[src/rtl/lfsr_prbs_arbiter.sv]
// Round-robin arbiter that shares one Fibonacci LFSR between NREQ requesters.
// Each grant streams LFSR states to the owner over valid/ready until its burst completes.
module lfsr_prbs_arbiter #(
  parameter int              WIDTH = 4,
  parameter logic [WIDTH-1:0] TAPS  = 4'b1100,
  parameter logic [WIDTH-1:0] SEED  = 4'b0001,
  parameter int              NREQ  = 4,
  parameter int              LEN_W = 4,
  localparam int             IDW   = (NREQ > 1) ? $clog2(NREQ) : 1
) (
  input  logic                  clk,
  input  logic                  rst,
  input  logic [NREQ-1:0]       req,
  input  logic [NREQ*LEN_W-1:0] len,
  input  logic                  seed_we,
  input  logic [WIDTH-1:0]      seed_in,
  input  logic                  data_ready,
  output logic [NREQ-1:0]       gnt,
  output logic [WIDTH-1:0]      data_out,
  output logic                  data_valid,
  output logic                  busy,
  output logic                  done,
  output logic [IDW-1:0]        done_id,
  output logic                  seed_err
);

  typedef enum logic [1:0] {IDLE, BURST, DONE} state_t;

  state_t           r_state;
  logic [WIDTH-1:0] r_lfsr;
  logic [IDW-1:0]   r_rrPtr;
  logic [IDW-1:0]   r_gntIdx;
  logic [NREQ-1:0]  r_gnt;
  logic [LEN_W-1:0] r_lenQ;
  logic [LEN_W-1:0] r_count;
  logic             r_valid;
  logic             r_busy;
  logic             r_done;
  logic [IDW-1:0]   r_doneId;
  logic             r_seedErr;

  logic             w_hs;
  logic [WIDTH-1:0] w_lfsrNext;
  logic             w_selValid;
  logic [IDW-1:0]   w_selIdx;
  logic [IDW-1:0]   w_nextPtr;

  assign w_hs       = r_valid & data_ready;
  assign w_lfsrNext = {r_lfsr[WIDTH-2:0], ^(r_lfsr & TAPS)};
  assign w_nextPtr  = (int'(r_gntIdx) == NREQ - 1) ? '0 : r_gntIdx + 1'b1;

  // First set request at or above the round-robin pointer, wrapping past NREQ-1.
  always_comb begin
    logic [IDW:0] w_sum;
    w_selValid = 1'b0;
    w_selIdx   = '0;
    w_sum      = '0;
    for (int i = 0; i < NREQ; i++) begin
      w_sum = {1'b0, r_rrPtr} + (IDW+1)'(i);
      if (w_sum >= (IDW+1)'(NREQ)) w_sum = w_sum - (IDW+1)'(NREQ);
      if (!w_selValid && req[w_sum[IDW-1:0]]) begin
        w_selValid = 1'b1;
        w_selIdx   = w_sum[IDW-1:0];
      end
    end
  end

  always_ff @(posedge clk or negedge rst) begin
    if (!rst) begin
      r_state   <= IDLE;
      r_lfsr    <= SEED;
      r_rrPtr   <= '0;
      r_gntIdx  <= '0;
      r_gnt     <= '0;
      r_lenQ    <= '0;
      r_count   <= '0;
      r_valid   <= 1'b0;
      r_busy    <= 1'b0;
      r_done    <= 1'b0;
      r_doneId  <= '0;
      r_seedErr <= 1'b0;
    end else begin
      r_done    <= 1'b0;
      r_seedErr <= 1'b0;

      // A zero seed would lock the LFSR, and reseeding mid-stream would corrupt a burst.
      if (seed_we) begin
        if (r_state == IDLE && seed_in != '0) r_lfsr    <= seed_in;
        else                                  r_seedErr <= 1'b1;
      end

      case (r_state)
        IDLE: begin
          if (w_selValid) begin
            r_gnt    <= {{(NREQ-1){1'b0}}, 1'b1} << w_selIdx;
            r_gntIdx <= w_selIdx;
            r_lenQ   <= len[w_selIdx*LEN_W +: LEN_W];
            r_count  <= '0;
            r_valid  <= 1'b1;
            r_busy   <= 1'b1;
            r_state  <= BURST;
          end
        end

        BURST: begin
          if (w_hs) r_lfsr <= w_lfsrNext;
          // A dropped request wins over a same-cycle handshake: abort without done.
          if (!req[r_gntIdx]) begin
            r_gnt   <= '0;
            r_valid <= 1'b0;
            r_busy  <= 1'b0;
            r_rrPtr <= w_nextPtr;
            r_state <= IDLE;
          end else if (w_hs) begin
            r_count <= r_count + 1'b1;
            if (r_count == r_lenQ) begin
              r_gnt    <= '0;
              r_valid  <= 1'b0;
              r_done   <= 1'b1;
              r_doneId <= r_gntIdx;
              r_rrPtr  <= w_nextPtr;
              r_state  <= DONE;
            end
          end
        end

        DONE: begin
          r_busy  <= 1'b0;
          r_state <= IDLE;
        end

        default: begin
          r_gnt   <= '0;
          r_valid <= 1'b0;
          r_busy  <= 1'b0;
          r_state <= IDLE;
        end
      endcase
    end
  end

  assign gnt        = r_gnt;
  assign data_out   = r_lfsr;
  assign data_valid = r_valid;
  assign busy       = r_busy;
  assign done       = r_done;
  assign done_id    = r_doneId;
  assign seed_err   = r_seedErr;

endmodule

[config.mk]
export PLATFORM = sky130hd
export DESIGN_NAME = lfsr_prbs_arbiter
export DESIGN_NICKNAME = d
export VERILOG_FILES = /design/src/rtl/lfsr_prbs_arbiter.sv
export SDC_FILE = /design/constraint.sdc
export NUM_CORES = 1
export LEC_CHECK = 0
export CAP_MARGIN = 30
export CORE_MARGIN = 2
export CORE_UTILIZATION = 43
export CTS_CLUSTER_SIZE = 16
export DETAILED_ROUTE_END_ITERATION = 8
export GPL_TIMING_DRIVEN = 1
export PLACE_DENSITY = 0.81
export SLEW_MARGIN = 30
export SYNTH_ARGS = -nofsm -noshare
export SYNTH_HDL_FRONTEND = slang
export SYNTH_SLANG_ARGS = --single-unit
[constraint.sdc]
create_clock -name clk -period 1.6 [get_ports clk]
set_input_delay 0.24 -clock clk [delete_from_list [all_inputs] [get_ports clk]]
set_output_delay 0.24 -clock clk [all_outputs]
set_load 0.005 [all_outputs]
==> After elaboration in Yosys (flattened, before gate mapping) <==
Cells that the tools add are included.
{ "totals": {"elab_cells": 121, "regBits": 28, "inputBits": 28, "out_inout_bits": 14} }
{ "op_classes": {"n_lt_le_gt_ge": 9, "shift": 2, "n_bitwise": 2, "eq_ne": 12, "add_sub_neg": 9, "mux": 57, "reduce_logical": 18} }
{ "ops": {"columns": ["cell", "n"], "rows": [
  ["$mux W4", 11],
  ["$mux W2", 16],
  ["$mux W1", 20],
  ["$shiftx A16 B5 Y4", 1],
  ["$lt A2 B3 Y1 const B", 5],
  ["$pmux W4 S3", 1],
  ["$reduce_and A4 Y1", 3],
  ["$bmux W1 S2", 5],
  ["$ne A2 B2 Y1 const B", 5],
  ["$ge A3 B3 Y1 const B", 3],
  ["$pmux W4 S2", 1],
  ["$sub A2 B1 Y2 const B", 4],
  ["$add A2 B2 Y3 const B", 2],
  ["$ne A3 B3 Y1 const B", 2],
  ["$reduce_and A3 Y1", 2],
  ["$add A4 B1 Y4 const B", 1],
  ["$eq A2 B1 Y1 const B", 2],
  ["$eq A4 B4 Y1", 1],
  ["$logic_and A1 B1 Y1", 4],
  ["$pmux W2 S2", 1],
  ["$reduce_and A2 Y1", 2],
  ["$reduce_bool A4 Y1", 1],
  ["$reduce_xor A4 Y1", 1],
  ["$shl A1 B2 Y4 const A", 1],
  ["12 further kinds", 14]
]} }

==> Logic depth before layout (Yosys ltp) <==
Gate-level depths: netlist (run 1).
{ "depth": {"word_depth": 17, "mapped_depth": 5, "mapped_depth_nobuf": 5} }

==> Worst setup path before layout (run 1) <==
Ideal clock, no wire load.
{ "synth_timing": {"path_type": "register -> register", "startpoint": "register r_gntIdx[0]", "endpoint": "register r_doneId[0] (netlist: done_id[0])", "required_ns": 1.475, "setup_ns": 0.125, "slack_ns": -0.010, "path_buffers": 0, "arrival_ns": 1.485, "period_less_slack_ns": 1.610, "stages_incl_launch_ff": 4, "path_cell_list": "dfrtp_1 > mux4_2 > and3_4 > mux2_4"} }
{ "synth_between": {"elab_chain_len": 3} }
{ "synth_rtl": {"columns": ["element", "line_no", "text"], "rows": [
  ["from (decl)", "32", "logic [IDW-1:0] r_gntIdx;"],
  ["from (signal assigned)", "96", "r_gntIdx <= w_selIdx;"],
  ["$bmux W1 S2", "108", "if (!req[r_gntIdx]) begin"],
  ["$mux W1 (implied by the code)", "108", null],
  ["$reduce_and A4 Y1 (no line)", null, null],
  ["to (signal assigned)", "120", "r_doneId <= r_gntIdx;"],
  ["to (decl)", "39", "logic [IDW-1:0] r_doneId;"]
]} }
Several ways; a longest one is shown, not always the timed one. The select of a mux whose other input is x is not followed.
A chain may end at the register's enable or synchronous reset.

==> Worst setup path in the final report (run 1) <==
{ "layout_timing": {"startpoint": "register r_count[2]", "endpoint": "register r_doneId[1] (netlist: done_id[1])"} }
{ "layout_between": {"elab_chain_len": 2} }
{ "layout_rtl": {"columns": ["element", "line_no", "text"], "rows": [
  ["from (decl)", "35", "logic [LEN_W-1:0] r_count;"],
  ["from (signal assigned)", "115", "r_count <= r_count + 1'b1;"],
  ["$eq A4 B4 Y1", "116", "if (r_count == r_lenQ) begin"],
  ["$reduce_and A4 Y1 (no line)", null, null]
]} }
No other way between the ends.

==> impl_metrics.json, run 1 <==
{
  "antenna_found_initial": 0,
  "fill_cells": 251,
  "cts_hold_buf": 0,
  "cpPeakStageDelay_ns": 0.44,
  "ys_ff_latch": 28,
  "syn_to_final_growth_pct": 59.36,
  "synth_largest_area_cell": "dfrtp_1",
  "leakage_nw": 1.047,
  "min_path_type": "input port to asynchronous set/reset pin",
  "violations": "setup timing",
  "vias_per_cell": 5.408,
  "drt_iter0_markers": 46,
  "register_area_um2": 704.4,
  "critPathCaptureType": "register",
  "whs_ns": 0.2673,
  "dr.pass1.iters": 6,
  "hold_viol": 0,
  "power.share.clock": 0.079,
  "relSlewSlack": 0.7521,
  "yosys_warnings": 0,
  "fin_worst_skew_ns": 0.01930,
  "synth_fp_nets": 165,
  "cts-root-buf": "clkbuf_4",
  "cts_sinks": 28,
  "max_freq_mhz": 608.1,
  "ctsHtreeMaxLevel": 1,
  "fin_nets": 240,
  "dieHeight_um": 63.41,
  "status": "finished, violations left",
  "synth_top_area_share": 0.4452,
  "syn_area_per_cell_um2": 11.24,
  "min_period_ns": 1.644,
  "worstSkewPairLatency_ns": 0.33,
  "maxSlewViolCount": 0,
  "rsz0062_at_grt": "yes",
  "place_congestion": 0.8857,
  "ir_drop_uv": 867.9,
  "antenna_cells": 0,
  "fin_setup_tns_ns": -0.1487,
  "maxCapViolations": 0,
  "grt_max_degree": 29,
  "syn-cell-area_mm2": 0.001518,
  "dpl.cell_count": 245,
  "routedWlPerCell_um": 16.73,
  "p_int_mw": 2.257,
  "die_w_um": 63.41,
  "yosysSeqAreaShare": 0.4625,
  "worstSetupPathType": "register to register",
  "grt_usage": 0.2217,
  "post-dp-hpwl_um": 3004,
  "slowest_stage": "dfrtp_1",
  "critPathLaunchType": "register",
  "ant_nets": 0,
  "fin_ws_ns": -0.04441,
  "vias": 1379,
  "p_comb_frac": 0.582,
  "cts_buffers": 3,
  "grt-ovfl-total": 0,
  "synth_cell_type_count": 43,
  "cts.clk_slew.worst_paths_ns": 0.15,
  "dieArea_mm2": 0.004021,
  "initial_core_util": 0.4513,
  "ys_top_cells_by_area": "dfrtp_1, mux2i_1, a2111oi_2, a21oi_1, nor2_1",
  "p_seq_frac": 0.339,
  "wirelength_um": 4267,
  "setup_viol": 6,
  "route.detailed.drc": 0,
  "grt_pass1_vias": 1499,
  "p_sw_frac": 0.3917,
  "cts_tree": "done",
  "fin_crit_sh": 1.028,
  "finalNonFillerCells": 255,
  "io_pins": 42,
  "finalPower_mw": 3.711,
  "rows": 21,
  "crit_chain": "xor2_1 -> nor4_4 -> and3_4 -> mux2_4",
  "critPathTopFamily": "simple AND/OR/NAND/NOR gates",
  "p_per_area_mw_per_mm2": 1534,
  "drive_above_1_share": 0.3684,
  "arrival_ns": 1.88,
  "syn_inst": 135,
  "clk_path_buf_depth": 2,
  "multi_input_area_um2": 967.2,
  "critical_path_buf_inv_count": 0,
  "worst_pin_slew_ns": 0.3707,
  "crit_path_max_fanout": 4,
  "core_mm2": 0.003363,
  "grt_pass1_wl_um": 6927,
  "critPathRequiredTime_ns": 1.83,
  "p_sw_mw": 1.454,
  "io_buffer_count": 41
}
-- cell usage after synthesis, drive strengths merged --
master and number:
o21ai 9, nor4 3, xnor2 1, ha 2, o21a 1, and2 1
nor3 2, xor2 4, mux4 1, o22ai 1, buf 1, a21oi 10
nor2 12, mux2 4, nand2b 1, nand3 4, a211oi 4, nand2 6
o22a 1, nand4b 1, a21o 2, dfstp 1, dfrtp 27, inv 6
mux2i 9, a22o 1, o32a 1, nor2b 1, a21boi 5, or3 3
and3 3, a32o 3, a2111oi 4
-- final timing paths --
path	from	to	slack, ns	cells after the start
min	rst	seed_err$_DFF_PN0_	0.27	2
min reg2reg	gnt[0]$_DFFE_PN0P_	gnt[0]$_DFFE_PN0P_	0.56	1
max	r_count[2]$_DFFE_PN0P_	done_id[1]$_DFFE_PN0P_	-0.04	4
max reg2reg	r_count[2]$_DFFE_PN0P_	done_id[1]$_DFFE_PN0P_	-0.04	4
max in group asynchronous	rst	data_out[0]$_DFF_PN1_	1.01	2
min in group clk	seed_we	seed_err$_DFF_PN0_	0.50	2
-- power groups by stage --
stage               clock network [mW]  logic [mW]  registers, mW
global route                     0.326        2.33           1.30
CTS                              0.295        1.99           1.24
global placement                     0        1.69           1.24
detailed placement                   0        1.76           1.25
finish                           0.294        2.16           1.26
floorplan                            0       0.930           1.23
-- worst reg2reg max path, cell delays in order, from the launching register on --
cell     delay [ns]
dfrtp_1        0.44
xor2_1         0.20
nor4_4         0.37
and3_4         0.27
mux2_4         0.30
-- through the flow --
| stage | utilization | setup WS, ns | cell area (um^2) |
|---|---|---|---|
| 4_1_cts | 0.6901 | -0.02353 | 2321 |
| 5_1_grt | 0.7191 | -0.09875 | 2419 |
| 2_1_floorplan | - | -0.01020 | 1518 |
| 3_5_place_dp | 0.6425 | -0.4427 | 2161 |
| 6_report | 0.7191 | -0.04441 | 2419 |
| 3_3_place_gp | 0.6425 | -0.3673 | 2161 |
-- metal layers --
| layer | routed length (um) | global-route usage | vias to the layer above | part of all wire |
|---|---|---|---|---|
| met1 | 1639 | 0.2497 | 652 | 0.38 |
| met5 | 0 | 0 | - | 0 |
| met4 | 78 | 0.07609 | 0 | 0.018 |
| met2 | 2318 | 0.4158 | 55 | 0.54 |
| met3 | 231 | 0.03929 | 11 | 0.054 |
| li1 | - | - | 661 | - |
-- cells by family (layout without fill, tap and decap cells) --
family / count (synthesis) / count (layout) / share of synthesized area
buffers and inverters: 7 / 81 / 0.01813
adders and majority gates: 2 / 2 / 0.01649
xor gates and xnor gates: 5 / 5 / 0.02885
and+or+nand+nor: 37 / 37 / 0.1509
DFF: 28 / 28 / 0.4625
muxes: 14 / 14 / 0.1088
AOI/OAI and AO/OA: 42 / 42 / 0.2143
-- state kept, by name, summed over array words and instances (netlist names) --
name,count
gnt,4
r_gntIdx,2
r_count,4
done,1
busy,1
r_lenQ,4
r_rrPtr,2
data_out,4
done_id,2
r_state,2
data_valid,1
seed_err,1
-- layout by cell type (no fill, tap or decap), types with 2 or more instances in the layout --
master	instances
o21ai_2	5
a211oi_1	3
buf_4	28
a21o_1	2
a21oi_1	8
nor4_4	2
xor2_1	4
a32o_1	3
a2111oi_4	4
dfrtp_2	2
clkdlybuf4s50_1	36
clkbuf_4	3
nand2_1	3
nor2_1	10
ha_1	2
nand2_2	2
o21ai_0	4
mux2_4	3
nand3_1	2
mux2i_1	8
or3_4	2
nor2_2	2
a21boi_1	4
buf_6	2
a21oi_2	2
and3_4	2
inv_1	5
dlygate4sd2_1	4
dfrtp_1	25
-- layout make-up --
type                            instances  area share
Tap cell                               46     0.02380
Clock buffer                            4     0.01086
Multi-Input combinational cell        100      0.3999
Sequential cell                        28      0.2913
Inverter                                6    0.009312
Timing Repair Buffer                   71      0.2649
-- repair_timing --
item | CTS | global route
resized for setup | 23 | 25
pin swaps | 10 | 2
cloned | 0 | 0
setup endpoints to repair | 12 | 23
buffers inserted | 4 | 2
Power figures use the tool's default switching activity.
==> inputs of run 2 (changes only) <==
GPL_TIMING_DRIVEN = default   (was 1)
==> results of run 2 <==
Final layout, timing and power as in run 1 (identical DEF).
==> inputs of run 3 (changes only) <==
CORE_UTILIZATION = 33   (was 43)
DONT_BUFFER_PORTS = 1   (was default)
PLACE_DENSITY = 0.53   (was 0.81)
SKIP_LAST_GASP = 1   (was default)
==> run 3 against run 2 <==
Compared with the run above: the flow still finishes with violations (setup timing); hold slack got worse by 0.16 ns; global-route usage decreased by 7.0 points; routed wire length shrank 15%.
==> impl_metrics.json, run 3 (synthesis gave the netlist of run 1 again) <==
{
  "max_freq_mhz": 596.3,
  "final_cell_mix": "dfrtp_1, buf_4, nor2_1",
  "cts_buffers": 3,
  "drive_above_1_share": 0.3765,
  "io_pins": 42,
  "final_cell_area_mm2": 0.001924,
  "dieArea_mm2": 0.005157,
  "cts_tree": "done",
  "hold_viol": 0,
  "wirelength_um": 3613,
  "slowest_stage": "dfrtp_1",
  "critPathLaunchType": "register",
  "r2r_cells": 5,
  "setup_viol": 12,
  "register_area_um2": 703.2,
  "fill_cells": 411,
  "dr.pass1.iters": 4,
  "finalPower_mw": 3.425,
  "io_buffer_count": 0,
  "worst_pin_slew_ns": 0.6999,
  "maxSlewViolCount": 0,
  "cts.clk_slew.worst_paths_ns": 0.10,
  "r2r_start": "r_count[3]$_DFFE_PN0P_",
  "relSlewSlack": 0.5308,
  "maxCapViolations": 0,
  "worstSetupPathType": "register to register",
  "critical_path_buf_inv_count": 1,
  "violations": "setup timing",
  "cts-root-buf": "clkbuf_8",
  "cpPeakStageDelay_ns": 0.43,
  "ir_drop_uv": 744.5,
  "fin_crit_sh": 1.048,
  "p_per_area_mw_per_mm2": 1780,
  "initial_core_util": 0.3462,
  "crit_path_max_fanout": 4,
  "crit_cells": 5,
  "critPathTopFamily": "flip-flops",
  "place_area_mm2": 0.001713,
  "critical_path.startpoint": "r_count[3]$_DFFE_PN0P_",
  "ctsHtreeMaxLevel": 1,
  "r2r_end": "r_rrPtr[1]$_DFFE_PN0P_",
  "drt_iter0_markers": 30,
  "dieHeight_um": 71.82,
  "die_w_um": 71.82,
  "r2r_slack_ns": -0.08,
  "cts_sinks": 28,
  "antenna_cells": 0,
  "syn_to_final_growth_pct": 26.79,
  "routedWlPerCell_um": 16.88,
  "grt_pass1_vias": 1229,
  "grt_usage": 0.1517,
  "grt_max_degree": 29,
  "fin_setup_tns_ns": -0.3453,
  "status": "finished, violations left",
  "vias_per_cell": 5.542,
  "grt_pass1_wl_um": 5947,
  "worstSkewPairLatency_ns": 0.28,
  "post-dp-hpwl_um": 2711,
  "arrival_ns": 1.84,
  "core_mm2": 0.004384,
  "route.detailed.drc": 0,
  "fin_worst_skew_ns": 0.006516,
  "min_path_type": "input port to register",
  "rsz0062_at_grt": "yes",
  "layout_commonest_cell": "dfrtp_1",
  "grt-ovfl-total": 0,
  "multi_input_area_um2": 863.3,
  "ant_nets": 0,
  "critPathRequiredTime_ns": 1.76,
  "vias": 1186,
  "fin_ws_ns": -0.07704,
  "place_congestion": 0.7957,
  "fin_nets": 193,
  "rows": 24,
  "crit_chain": "xor2_2 -> nor4_4 -> buf_4 -> o21ai_4 -> mux2_4",
  "dpl_worst_slack_ns": -0.1230,
  "antenna_found_initial": 0,
  "crit_end": "r_rrPtr[1]$_DFFE_PN0P_",
  "leakage_nw": 0.8590,
  "critPathCaptureType": "register",
  "clk_path_buf_depth": 2,
  "min_period_ns": 1.677
}
run 3: cell count changes in the layout (fill, tap and decap cells not counted), moves of 3 or more:
cell,before,now
a2111oi_2,0,3
a2111oi_4,4,1
a21boi_0,0,3
buf_4,28,21
clkbuf_4,3,0
clkbuf_8,0,3
clkdlybuf4s50_1,36,0
dlygate4sd2_1,4,0
o21ai_2,5,1
run 3: what timing repair did:
action,CTS,global route
buffers inserted,2,2
setup endpoints to repair,14,16
pin swaps,2,4
gates resized for setup,9,11
hold buffers,2,0
endpoints found under the hold margin,28,0
cloned,0,0
run 3: where the power goes:
part / leakage, nW / switching (mW) / internal (mW) / total (mW)
Clock: 0.0357 / 0.224 / 0.335 / 0.559
Combinational: 0.476 / 0.805 / 0.794 / 1.60
Sequential: 0.347 / 0.271 / 0.996 / 1.27
Total: 0.859 / 1.30 / 2.13 / 3.43
run 3: per-layer routing:
layer,track usage,wire (um)
met3,0.04079,270
met5,0,0
met1,0.1860,1533
met2,0.2551,1752
met4,0.05660,56
run 3: how the worst min path moves through the flow:
stage | end | startpoint | cells after the start | slack, ns
3_3_place_gp | r_gntIdx[1]$_DFFE_PN0P_ | rst | 0 | -0.05
3_5_place_dp | r_gntIdx[1]$_DFFE_PN0P_ | rst | 0 | -0.06
5_1_grt | seed_err$_DFF_PN0_ | seed_we | 1 | 0.09
4_1_cts | seed_err$_DFF_PN0_ | seed_we | 1 | 0.10
2_1_floorplan | busy$_DFFE_PN0P_ | rst | 0 | -0.06
6_report | seed_err$_DFF_PN0_ | seed_we | 1 | 0.11
run 3: worst reg2reg max path: stages (launching register included):
cell     delay, ns
dfrtp_1       0.43
xor2_2        0.20
nor4_4        0.36
buf_4         0.20
o21ai_4       0.06
mux2_4        0.31
run 3: final cells by class:
| type | instances | area share |
|---|---|---|
| inverters | 6 | 0.01170 |
| clock inverters | 1 | 0.01560 |
| well taps | 52 | 0.03381 |
| repair buffers | 24 | 0.1034 |
| flip-flops and latches | 28 | 0.3654 |
| multi-input cells | 100 | 0.4486 |
| clock buffers | 3 | 0.02146 |
run 3: through the flow:
step,instances,hold slack [ns],util
after floorplan,135,-0.05559,-
after global placement,204,-0.05499,0.3907
after detailed placement,204,-0.05502,0.3907
after CTS,212,0.1007,0.4261
after global routing,214,0.09458,0.4389
final,214,0.1073,0.4389
